==> src/rtl/fp_add_normalize_if.sv <==
// Handshake and data bundle for the floating-point add/normalize block.
// The master side supplies operands and the downstream ready; the slave
// side (the block itself) returns the input ready and the packed result.
interface fp_add_normalize_if;
  logic        in_valid;
  logic        in_ready;
  logic [24:0] signeda;
  logic [24:0] signedb;
  logic        sign_a;
  logic        sign_b;
  logic [7:0]  exp_in;
  logic        out_valid;
  logic        out_ready;
  logic [31:0] result_o;

  modport master (
    output in_valid, signeda, signedb, sign_a, sign_b, exp_in, out_ready,
    input  in_ready, out_valid, result_o
  );

  modport slave (
    input  in_valid, signeda, signedb, sign_a, sign_b, exp_in, out_ready,
    output in_ready, out_valid, result_o
  );
endinterface

==> src/rtl/fp_add_normalize.sv <==
// Two-stage single-precision mantissa adder with normalization and packing.
// Stage 1 adds the two's-complement aligned mantissas and forms a sign and
// magnitude; stage 2 normalizes by truncation, handles zero, overflow to
// infinity and underflow flush-to-zero, then packs the IEEE-754 word.
// Each stage is a valid-qualified register that loads when empty or when its
// contents move on in the same cycle, giving full throughput and a two-deep
// skid under backpressure.
module fp_add_normalize (
  input  logic              clk,
  input  logic              rst_n,
  fp_add_normalize_if.slave bus
);

  logic        s1_valid_q;
  logic [25:0] s1_mag_q;
  logic        s1_sign_q;
  logic [7:0]  s1_exp_q;

  logic        s2_valid_q;
  logic [31:0] result_q;

  logic        s1_load;
  logic        s2_load;

  logic [25:0] sum_d;
  logic [25:0] mag_d;
  logic        sign_d;

  logic [4:0]        lead;
  logic [4:0]        shamt;
  logic [22:0]       mant;
  logic signed [9:0] exp_s;
  logic [31:0]       result_d;

  // Stage 2 can take new data when it is empty or its result leaves now;
  // stage 1 likewise depends only on stage 2, so in_ready never sees in_valid.
  assign s2_load      = !s2_valid_q || bus.out_ready;
  assign s1_load      = !s1_valid_q || s2_load;
  assign bus.in_ready = s1_load;
  assign bus.out_valid = s2_valid_q;
  assign bus.result_o  = result_q;

  // Stage 1 datapath: 26-bit signed sum, result sign and magnitude.
  always_comb begin
    sum_d  = {bus.signeda[24], bus.signeda} + {bus.signedb[24], bus.signedb};
    sign_d = (bus.sign_a == bus.sign_b) ? bus.sign_a : sum_d[25];
    mag_d  = sum_d[25] ? (26'd0 - sum_d) : sum_d;
  end

  // Stage 1 occupancy flag.
  always_ff @(posedge clk or negedge rst_n) begin
    if (!rst_n) begin
      s1_valid_q <= 1'b0;
    end else if (s1_load) begin
      s1_valid_q <= bus.in_valid;
    end
  end

  // Stage 1 payload; only captured on an accepted input, so no reset needed.
  always_ff @(posedge clk) begin
    if (s1_load && bus.in_valid) begin
      s1_mag_q  <= mag_d;
      s1_sign_q <= sign_d;
      s1_exp_q  <= exp_in_w();
    end
  end

  function automatic logic [7:0] exp_in_w();
    return bus.exp_in;
  endfunction

  // Stage 2 datapath: find the leading one, shift, adjust exponent, pack.
  always_comb begin
    lead     = 5'd0;
    shamt    = 5'd0;
    mant     = 23'd0;
    exp_s    = 10'sd0;
    result_d = 32'd0;
    for (int i = 0; i < 24; i++) begin
      if (s1_mag_q[i]) begin
        lead = i[4:0];
      end
    end
    shamt = 5'd23 - lead;
    if (s1_mag_q[25]) begin
      mant  = s1_mag_q[24:2];
      exp_s = $signed({2'b00, s1_exp_q}) + 10'sd2;
    end else if (s1_mag_q[24]) begin
      mant  = s1_mag_q[23:1];
      exp_s = $signed({2'b00, s1_exp_q}) + 10'sd1;
    end else begin
      mant  = s1_mag_q[22:0] << shamt;
      exp_s = $signed({2'b00, s1_exp_q}) - $signed({5'b00000, shamt});
    end
    if (s1_mag_q == 26'd0) begin
      result_d = 32'h0000_0000;
    end else if (exp_s >= 10'sd255) begin
      result_d = {s1_sign_q, 8'hFF, 23'h0};
    end else if (exp_s <= 10'sd0) begin
      result_d = {s1_sign_q, 31'h0};
    end else begin
      result_d = {s1_sign_q, exp_s[7:0], mant};
    end
  end

  // Stage 2 output register; holds steady while the consumer stalls.
  always_ff @(posedge clk or negedge rst_n) begin
    if (!rst_n) begin
      s2_valid_q <= 1'b0;
      result_q   <= 32'h0000_0000;
    end else if (s2_load) begin
      s2_valid_q <= s1_valid_q;
      if (s1_valid_q) begin
        result_q <= result_d;
      end
    end
  end

endmodule
==> src/flat_wrapper.sv <==
// flat-port wrapper written by rule: the top's interface ports become plain ports
module fp_add_normalize_flat 
  (clk, rst_n, bus_in_valid, bus_signeda, bus_signedb, bus_sign_a, bus_sign_b, bus_exp_in, bus_out_ready, bus_in_ready, bus_out_valid, bus_result_o);
  fp_add_normalize_if bus_i ();
  input  logic clk;
  input  logic rst_n;
  input wire logic [$bits(bus_i.in_valid)-1:0] bus_in_valid;
  input wire logic [$bits(bus_i.signeda)-1:0] bus_signeda;
  input wire logic [$bits(bus_i.signedb)-1:0] bus_signedb;
  input wire logic [$bits(bus_i.sign_a)-1:0] bus_sign_a;
  input wire logic [$bits(bus_i.sign_b)-1:0] bus_sign_b;
  input wire logic [$bits(bus_i.exp_in)-1:0] bus_exp_in;
  input wire logic [$bits(bus_i.out_ready)-1:0] bus_out_ready;
  output wire logic [$bits(bus_i.in_ready)-1:0] bus_in_ready;
  output wire logic [$bits(bus_i.out_valid)-1:0] bus_out_valid;
  output wire logic [$bits(bus_i.result_o)-1:0] bus_result_o;
  assign bus_i.in_valid = bus_in_valid;
  assign bus_i.signeda = bus_signeda;
  assign bus_i.signedb = bus_signedb;
  assign bus_i.sign_a = bus_sign_a;
  assign bus_i.sign_b = bus_sign_b;
  assign bus_i.exp_in = bus_exp_in;
  assign bus_i.out_ready = bus_out_ready;
  assign bus_in_ready = bus_i.in_ready;
  assign bus_out_valid = bus_i.out_valid;
  assign bus_result_o = bus_i.result_o;
  fp_add_normalize u_core (.clk(clk), .rst_n(rst_n), .bus(bus_i));
endmodule
==> config.mk <==
export PLATFORM = sky130hd
export DESIGN_NAME = fp_add_normalize_flat
export DESIGN_NICKNAME = d
export VERILOG_FILES = /design/src/rtl/fp_add_normalize_if.sv /design/src/rtl/fp_add_normalize.sv /design/src/flat_wrapper.sv
export SDC_FILE = /design/constraint.sdc
export NUM_CORES = 1
export LEC_CHECK = 0
export CAP_MARGIN = 25
export CORE_MARGIN = 1.5
export CORE_UTILIZATION = 50
export CTS_CLUSTER_DIAMETER = 150
export DETAILED_ROUTE_END_ITERATION = 8
export GPL_TIMING_DRIVEN = 0
export HOLD_SLACK_MARGIN = 0.12
export PLACE_DENSITY = 0.77
export SYNTH_ARGS = -nofsm -noshare
export SYNTH_HDL_FRONTEND = slang
export SYNTH_SLANG_ARGS = --single-unit
==> constraint.sdc <==
create_clock -name clk -period 3.95 [get_ports clk]
set_input_delay 0.395 -clock clk [delete_from_list [all_inputs] [get_ports clk]]
set_output_delay 0.395 -clock clk [all_outputs]
set_load 0.01 [all_outputs]
==> impl_metrics.ini, run 1 <==
[floorplanning]
core_area_um2 = 12720
boundaryPins = 98
die_w_um = 117.8
dieHeight_um = 117.8
start_util = 0.5183
die_area_um2 = 13890
rows = 41

[logic_synthesis]
async_reset_ff_frac = 0.4928
synth_area_leaders = edfxtp_1 16%, dfrtp_1 13%, ha_1 6.5%
synth_area_um2 = 6594
synth_nets = 856
seq_area_frac_synth = 0.2884
synth_cell_type_count = 78
synth_common_cells = 62 x a21oi_1, 56 x nor2_1, 52 x nand2_1, 35 x edfxtp_1
ys_ff_latch = 69
synth_warnings = 0
synth_edf_count = 35
synth_area_per_cell_um2 = 8.722
synth_cells = 756
ys.flop_type = edfxtp_1
yosysTopAreaCell = edfxtp_1
synth_most_common_cell = a21oi_1
synth.top_cell.area_share = 0.1594

[power]
vdd_drop_max_mv = 0.2398
powerDensity_nw_per_um2 = 464.0
total_power_w = 0.004138
p_leak_nw = 3.551

[cells_and_area]
nNetsFinal = 1011
finalNonFillerCells = 1088
n_antenna_cell = 0
fill_cells = 994
drive_above_1_share = 0.1670
fin_util = 0.7009
regArea_um2 = 1902
syn_to_final_growth_pct = 35.24
multi_input_comb_area_um2 = 4735

[clock_tree]
clockBufferDepth = 2
cts_inserted_buffers = 9
cts.reportedPaths.clkPinSlew_ns = 0.06
clk_latency_ns = 0.35
cts_tree = done
h-tree-depth = 3
cts-root-buf = clkbuf_16
clkSinkCount = 69

[grt]
met1_usage = 0.4056
grt_start_max_net_pins = 25
grt_pass1_vias = 6877
gr-total-overflow = 0
top_usage_layer = met2
grt_pass1_wl_mm = 36.69
antenna_found_initial = 0
track_usage = 0.3311
gr-usage-met3 = 0.04457
grtUsageMet2 = 0.5804

[route]
dr.pass1.iters = 6
drt_iter0_drc = 730
wl_per_cell_um = 21.33
vias_per_cell = 6.451
drc = 0
route.antenna.remaining_nets = 0
num_vias = 7019
drt-total-wl_mm = 23.21

[place]
dp_hpwl_mm = 17.48
post-place-ws_ns = -1.463
portBuffers = 97
finalWeightedCongestion = 0.9343
dp.cells = 1027

[sta]
fin_ws_ns = -0.1260
fmax_mhz = 245.3
period_needed_ns = 4.076
slew_violations = 0
slew_headroom = 0.4491
setup_tns_ns = -1.647
worst_pin_slew_ns = 0.8055
fin_worst_skew_ns = 0.01114
layout_worst_path_cycle_share = 1.032
finalSetupViolCount = 23
rsz0062_at_grt = true
hold_viol = 0

[flow_run]
maxCapViolations = 0

[setup_path]
worstSetupStartpointType = flop
r2r_cells = 16
required_ns = 4.18
r2r_end = u_core.bus.result_o[8]
worstPathArrival_ns = 4.31
path_class = flop to flop
crit_fanout = 8
rr_startpoint = u_core.s1_mag_q[15]
endpoint_kind = flop
rrSetupSlack_ns = -0.13

[outcome]
violations = negative setup slack
outcome = complete, but fails checks

[worst_hold_path]
hold_path_class = input port to asynchronous set/reset pin
## cell type report
| type | instances | share of cell area |
|---|---|---|
| buffer | 36 | 0.02189 |
| timing repair buffer | 152 | 0.1616 |
| sequential | 69 | 0.2133 |
| clock inverter | 3 | 0.004490 |
| tap | 172 | 0.02413 |
| multi-input combinational | 615 | 0.5309 |
| clock buffer | 13 | 0.03045 |
| inverter | 28 | 0.01319 |
## cell families (layout without fill, tap and decap cells)
family / after synthesis / after routing / synth area share
fa+ha+maj: 37 / 37 / 0.07211
buf+inv: 72 / 232 / 0.04497
mux: 37 / 37 / 0.06053
simple gates: 223 / 223 / 0.1721
compound gates: 265 / 265 / 0.2915
flops: 69 / 69 / 0.2884
xor+xnor: 53 / 53 / 0.07040
## stage by stage
step | hold slack (ns) | area (µm²)
2_1_floorplan | 0.09941 | 6704
3_3_place_gp | 0.4683 | 7890
3_5_place_dp | 0.4867 | 7945
4_1_cts | 0.4832 | 8753
5_1_grt | 0.5101 | 8917
6_report | 0.4622 | 8917
## sequential cells by signal, indices dropped and copies added (netlist names)
signal,flops
u_core.bus.result_o,32
u_core.s1_mag_q,26
u_core.s1_exp_q,8
u_core.bus.out_valid,1
u_core.s1_sign_q,1
u_core.s1_valid_q,1
## what timing repair did
item,in CTS,in global routing
gates resized for setup,58,17
setup buffers,41,11
endpoints found under the setup margin,31,45
gates cloned,0,1
pin swaps,18,9
hold buffers,0,0
## power by group
part	switching, W	total (W)	internal (W)
Combinational	0.00122	0.00221	0.000995
Clock	0.000315	0.000859	0.000543
Sequential	0.000128	0.00107	0.000941
Total	0.00166	0.00414	0.00248
## metal layers
layer	share of wire	wire, µm
met5	0	0
met2	0.50	11560
met3	0.076	1762
met4	0.029	681
met1	0.40	9203
## worst max-delay path: stages (launching register included)
cell      delay [ns]
edfxtp_1        0.47
inv_1           0.17
a21oi_4         0.27
nor3_4          0.10
a211oi_4        0.31
inv_4           0.08
ha_4            0.17
fa_2            0.42
xor2_1          0.17
mux2i_1         0.11
mux2_4          0.31
nor4_2          0.16
nand4_1         0.16
o41a_1          0.41
and2_4          0.21
a32o_1          0.22
a31o_2          0.21
## worst max path at each step
| stage | to | slack (ns) | from |
|---|---|---|---|
| after global routing | u_core.bus.result_o[13] | -0.17 | u_core.s1_mag_q[5] |
| after global placement | u_core.bus.result_o[20] | -1.28 | u_core.s1_mag_q[7] |
| after floorplan | u_core.bus.result_o[5] | -0.18 | u_core.s1_mag_q[2] |
| after detailed placement | u_core.bus.result_o[20] | -1.46 | u_core.s1_mag_q[7] |
| final | u_core.bus.result_o[8] | -0.13 | u_core.s1_mag_q[15] |
| after CTS | u_core.bus.result_o[13] | 0.005 | u_core.s1_mag_q[5] |
## layout by cell type (no fill, tap or decap), drive strengths merged, types with 5 or more instances in the layout
cell           synthesis  final
clkdlybuf4s50          0     97
buf                   14     66
a21oi                 62     62
nor2                  57     57
nand2                 53     53
clkbuf                30     38
edfxtp                35     35
dfrtp                 34     34
ha                    34     34
o21ai                 32     32
xnor2                 31     31
mux2i                 29     29
inv                   28     29
xor2                  22     22
nor3                  21     21
a21o                  16     16
o21a                  14     14
a211oi                14     14
nand2b                13     13
a221oi                13     13
nor2b                 12     12
a221o                 11     11
a32o                  10     10
nand3                 10     10
a31oi                 10     10
o31ai                 10     10
nor4                  10     10
and2                   9      9
nand4                  8      8
and3                   8      8
a22oi                  8      8
a22o                   7      7
a2111oi                7      7
mux2                   7      7
o211ai                 6      6
nand3b                 5      5
o221ai                 5      5
or3                    5      5
o21bai                 5      5
No activity file was read; power rests on OpenSTA's default activity.
==> run 2, diff against run 1 <==
--- a/config.mk
+++ b/config.mk
@@ -13,6 +13,7 @@
 export GPL_TIMING_DRIVEN = 0
 export HOLD_SLACK_MARGIN = 0.12
 export PLACE_DENSITY = 0.77
+export SLEW_MARGIN = 10
 export SYNTH_ARGS = -nofsm -noshare
 export SYNTH_HDL_FRONTEND = slang
 export SYNTH_SLANG_ARGS = --single-unit
==> run 2 against run 1 <==
The flow still finishes with violations (negative setup slack); first-iteration DRC count down 4.0%; critical path depth decreased by 1; via count is 2.8% higher; clock-buffer cell count fell by 3.
==> impl_metrics.ini, run 2 (same netlist as run 1, synthesis figures left out) <==
[place]
finalWeightedCongestion = 0.9343
post-place-ws_ns = -1.370
portBuffers = 97
dp_hpwl_mm = 17.46

[clock_tree]
clk_latency_ns = 0.34
clockBufferDepth = 2
cts.reportedPaths.clkPinSlew_ns = 0.06
h-tree-depth = 3
holdBufCountCts = 0
cts-root-buf = clkbuf_16
clkSinkCount = 69
cts_inserted_buffers = 9
cts_tree = done

[sta]
layout_worst_path_cycle_share = 1.031
rsz0062_at_grt = true
hold_viol = 0
finalSetupViolCount = 22
fin_worst_skew_ns = 0.007771
fmax_mhz = 245.6
slew_headroom = 0.4326
holdWs_ns = 0.1105
fin_ws_ns = -0.1212
setup_tns_ns = -1.194
slew_violations = 0
period_needed_ns = 4.071
worst_pin_slew_ns = 0.8404

[floorplanning]
rows = 41
die_w_um = 117.8
boundaryPins = 98
core_area_um2 = 12720
dieHeight_um = 117.8
die_area_um2 = 13890
start_util = 0.5183

[route]
drc = 0
drt_iter0_drc = 701
dr.pass1.iters = 6
wl_per_cell_um = 21.67
vias_per_cell = 6.501
route.antenna.remaining_nets = 0
num_vias = 7216
drt-total-wl_mm = 24.06

[flow_run]
maxCapViolations = 0

[cells_and_area]
syn_to_final_growth_pct = 39.58
final_cell_mix = 96 x clkdlybuf4s50_1, 74 x buf_4, 59 x a21oi_1
final_common_cell = clkdlybuf4s50_1
nNetsFinal = 1033
n_antenna_cell = 0
largest_reg_flops = 32
fin_util = 0.7234
drive_above_1_share = 0.2100
fill_cells = 934

[worst_hold_path]
hold_path_class = input port to asynchronous set/reset pin

[power]
p_leak_nw = 3.681
p_comb_frac = 0.547
clkPwrFrac = 0.207
p_switching_w = 0.001717
swShare = 0.3992
p_int_w = 0.002585
powerDensity_nw_per_um2 = 467.4
vdd_drop_max_mv = 0.2556
p_seq_frac = 0.247

[setup_path]
crit_chain = buf_4, nor2_2, nand2_1, nor2_2, nor2_4, inv_1, ha_2, o21a_1, o31ai_4, a21oi_2, xnor2_2, o41a_1, and2_4, a32o_1, a31o_2
worstPathArrival_ns = 4.29
endpoint = u_core.bus.result_o[8]
worstSetupPathDepth = 15
r2r_end = u_core.bus.result_o[8]
cp_top_family = compound AO/OA/AOI/OAI gates
worstSetupStartpointType = flop
path_class = flop to flop
critPathBufInv = 2
cp_slowest_cell = o41a_1
endpoint_kind = flop
crit_top_cell = nor2_2
required_ns = 4.17
rrSetupSlack_ns = -0.12
startpoint = u_core.s1_mag_q[13]
r2r_cells = 15
cp_slowest_stage_delay_ns = 0.51
rr_startpoint = u_core.s1_mag_q[13]
crit_fanout = 8

[grt]
grt_start_max_net_pins = 36
antenna_found_initial = 0
grt_pass1_vias = 7076
gr-total-overflow = 0
grt_pass1_wl_mm = 37.35
track_usage = 0.3371

[outcome]
outcome = complete, but fails checks
violations = negative setup slack
run 2: cell types whose count changed in the layout (fill, tap and decap cells not counted), sizes merged:
| cell | previous run | this run |
|---|---|---|
| buf | 66 | 89 |
| bufinv | 1 | 2 |
| clkbuf | 38 | 35 |
| clkdlybuf4s50 | 97 | 96 |
| clkinv | 1 | 4 |
| inv | 29 | 28 |
run 2: area by class of cell:
| class | instances | area, µm² | share of cell area |
|---|---|---|---|
| inverters | 28 | 125.1 | 0.01359 |
| flip-flops and latches | 69 | 1902 | 0.2066 |
| well taps | 172 | 215.2 | 0.02338 |
| clock buffers | 10 | 239.0 | 0.02597 |
| plain buffers | 35 | 192.7 | 0.02094 |
| multi-input cells | 615 | 4845 | 0.5264 |
| clock inverters | 6 | 85.08 | 0.009244 |
| repair buffers | 175 | 1600 | 0.1739 |
run 2: power by group through the flow:
stage / clock, W / sequential [W] / combinational (W)
2_1_floorplan: 0 / 0.00110 / 0.00120
3_3_place_gp: 0 / 0.00109 / 0.00186
3_5_place_dp: 0 / 0.00110 / 0.00189
4_1_cts: 0.000887 / 0.00105 / 0.00217
5_1_grt: 0.000912 / 0.00108 / 0.00248
6_report: 0.000889 / 0.00106 / 0.00235
run 2: stage by stage:
step / cell area (µm²) / total power, W / instances
floorplan: 6704 / 0.002299 / 756
global placement: 7890 / 0.002947 / 1025
detailed placement: 7886 / 0.002992 / 1025
CTS: 8891 / 0.004112 / 1092
global route: 9204 / 0.004476 / 1110
finish: 9204 / 0.004302 / 1110
run 2: how the worst min path moves through the flow:
stage | start | end | slack [ns]
floorplan | rst_n | u_core.bus.out_valid | 0.1
global placement | u_core.bus.result_o[0] | u_core.bus.result_o[0] | 0.47
detailed placement | u_core.bus.result_o[0] | u_core.bus.result_o[0] | 0.48
CTS | rst_n | u_core.bus.result_o[28] | 0.13
global route | rst_n | u_core.bus.result_o[28] | 0.18
finish | rst_n | u_core.bus.result_o[24] | 0.11
run 2: what timing repair did:
| item | CTS | global route |
|---|---|---|
| endpoints found under the hold margin | 0 | 0 |
| resized for setup | 67 | 45 |
| setup buffers | 57 | 20 |
| pin swaps | 24 | 27 |
| cloned | 0 | 2 |
| endpoints found under the setup margin | 31 | 49 |
run 2: layer usage:
| metal | share of wire | vias to the layer above | track usage |
|---|---|---|---|
| li1 | - | 3266 | - |
| met1 | 0.39 | 3476 | 0.4013 |
| met2 | 0.51 | 404 | 0.6060 |
| met3 | 0.070 | 70 | 0.05039 |
| met4 | 0.030 | 0 | 0.1380 |
| met5 | 0 | - | 0 |
==> run 3, diff against run 2 <==
--- a/config.mk
+++ b/config.mk
@@ -10,9 +10,10 @@
 export CORE_UTILIZATION = 50
 export CTS_CLUSTER_DIAMETER = 150
 export DETAILED_ROUTE_END_ITERATION = 8
+export GPL_ROUTABILITY_DRIVEN = 1
 export GPL_TIMING_DRIVEN = 0
 export HOLD_SLACK_MARGIN = 0.12
-export PLACE_DENSITY = 0.77
+export PLACE_DENSITY = 0.78
 export SLEW_MARGIN = 10
 export SYNTH_ARGS = -nofsm -noshare
 export SYNTH_HDL_FRONTEND = slang
==> run 3 against run 2 <==
The run still ends with negative setup slack left; design area down 2.3%; register-to-register slack worse by 0.07 ns; combinational power down 4%; wire length down 4.6%; setup slack worse by 0.066 ns; sequential power about the same; clock skew up 0.00081 ns; total power down 2.7%; via count down 2.5%; clock-buffer cell count up 1; maximum frequency down 1.6%; flip-flop and latch count unchanged; critical path type unchanged; largest cell class unchanged.
==> impl_metrics.ini, run 3 (same netlist as run 1, synthesis figures left out) <==
[place]
portBuffers = 97
dpl_cell_area_um2 = 7886
finalWeightedCongestion = 0.9094
dp_hpwl_mm = 17.34
post-place-ws_ns = -1.060

[setup_path]
cp_slowest_cell = edfxtp_1
cp_slowest_stage_delay_ns = 0.49
cp_top_family = compound AO/OA/AOI/OAI gates
endpoint_kind = flop
worstSetupStartpointType = flop
crit_chain = nor2_1, nand2_1, nor2_2, nor2_4, inv_1, ha_1, o21a_1, a221oi_2, o31ai_2, nand4_1, o41a_1, and2_4, a32o_1, a31o_2
critPathBufInv = 1
required_ns = 4.18
worstPathArrival_ns = 4.37
path_class = flop to flop
crit_fanout = 7

[clock_tree]
clockBufferDepth = 2
clkSinkCount = 69
cts-root-buf = clkbuf_16
cts_tree = done
cts_inserted_buffers = 9
clk_latency_ns = 0.35
holdBufCountCts = 0
cts.reportedPaths.clkPinSlew_ns = 0.06
h-tree-depth = 3

[grt]
gr-total-overflow = 0
grt_pass1_vias = 6883
grt_pass1_wl_mm = 36.07
antenna_found_initial = 0
grt_start_max_net_pins = 36
track_usage = 0.3253

[cells_and_area]
fill_cells = 997
fin_util = 0.7067
syn_to_final_growth_pct = 36.36
final_common_cell = clkdlybuf4s50_1
n_antenna_cell = 0
design_area_um2 = 8991
drive_above_1_share = 0.1897
nNetsFinal = 1023
largest_reg_flops = 32
final_cell_mix = 96 x clkdlybuf4s50_1, 69 x buf_4, 58 x a21oi_1

[floorplanning]
start_util = 0.5183
core_area_um2 = 12720
dieHeight_um = 117.8
die_area_um2 = 13890
die_w_um = 117.8
boundaryPins = 98
rows = 41

[route]
drt_iter0_drc = 725
wl_per_cell_um = 20.86
route.antenna.remaining_nets = 0
drt-total-wl_mm = 22.95
vias_per_cell = 6.399
num_vias = 7039
drc = 0
dr.pass1.iters = 6

[sta]
slew_violations = 0
finalSetupViolCount = 25
fin_ws_ns = -0.1872
rsz0062_at_grt = true
slew_headroom = 0.4456
fin_worst_skew_ns = 0.008582
period_needed_ns = 4.137
worst_pin_slew_ns = 0.8316
fmax_mhz = 241.7
layout_worst_path_cycle_share = 1.047
hold_viol = 0

[power]
powerDensity_nw_per_um2 = 465.3
p_leak_nw = 3.592
total_power_w = 0.004184
vdd_drop_max_mv = 0.2733

[outcome]
outcome = complete, but fails checks
violations = negative setup slack

[flow_run]
maxCapViolations = 0

[worst_hold_path]
hold_path_class = input port to asynchronous set/reset pin
run 3: cell types whose count changed in the layout (fill, tap and decap cells not counted), moves of 3 or more:
cell	change
buf_4	-5
buf_6	-4
nor2_1	+3
o31ai_4	-3
run 3: worst paths after layout:
path	end	slack, ns	from	cells after the start
worst min-delay path	u_core.bus.result_o[23]	0.1	rst_n	1
worst max register to register	u_core.bus.result_o[8]	-0.19	u_core.s1_mag_q[15]	14
worst min register to register	u_core.bus.result_o[26]	0.50	u_core.bus.result_o[26]	1
max in group asynchronous	u_core.bus.result_o[2]	3.38	rst_n	1
worst max-delay path	u_core.bus.result_o[8]	-0.19	u_core.s1_mag_q[15]	14
min in group clk	u_core.bus.result_o[26]	0.50	u_core.bus.result_o[26]	1
run 3: layer usage:
layer,vias to the layer above,GRT usage,part of all wire
met4,0,0.1380,0.031
li1,3242,-,-
met2,373,0.5844,0.50
met3,61,0.02859,0.066
met1,3363,0.3983,0.40
met5,-,0,0
run 3: layout make-up:
cell class | count | area (µm²) | area share
plain buffers | 36 | 195.2 | 0.02171
clock buffers | 11 | 254.0 | 0.02825
clock inverters | 5 | 56.30 | 0.006262
inverters | 28 | 120.1 | 0.01336
multi-input cells | 615 | 4760 | 0.5294
flip-flops and latches | 69 | 1902 | 0.2115
well taps | 172 | 215.2 | 0.02394
repair buffers | 164 | 1489 | 0.1656
run 3: worst reg2reg max path, stage by stage, from the launching register on:
cell	delay, ns
edfxtp_1	0.49
nor2_1	0.34
nand2_1	0.29
nor2_2	0.35
nor2_4	0.11
inv_1	0.22
ha_1	0.32
o21a_1	0.19
a221oi_2	0.09
o31ai_2	0.33
nand4_1	0.15
o41a_1	0.48
and2_4	0.21
a32o_1	0.23
a31o_2	0.22
run 3: stage by stage:
step	std cells	setup TNS, ns	hold slack (ns)
after detailed placement	1025	-31.79	0.4856
after floorplan	756	-1.864	0.09941
after global routing	1100	-7.720	0.1728
after global placement	1025	-30.74	0.4696
final	1100	-2.518	0.09902
after CTS	1085	-0.3599	0.1246
run 3: report_power, final:
group	leakage (nW)	switching, W	internal (W)
logic	2.69	0.00123	0.00103
clock network	0.149	0.000325	0.000528
registers	0.752	0.000127	0.000941
total	3.59	0.00168	0.00250
run 3: timing repair:
action / 4_1_cts / 5_1_grt
buffers inserted: 51 / 16
pin swaps: 20 / 24
setup endpoints to repair: 32 / 49
gates resized for setup: 51 / 31
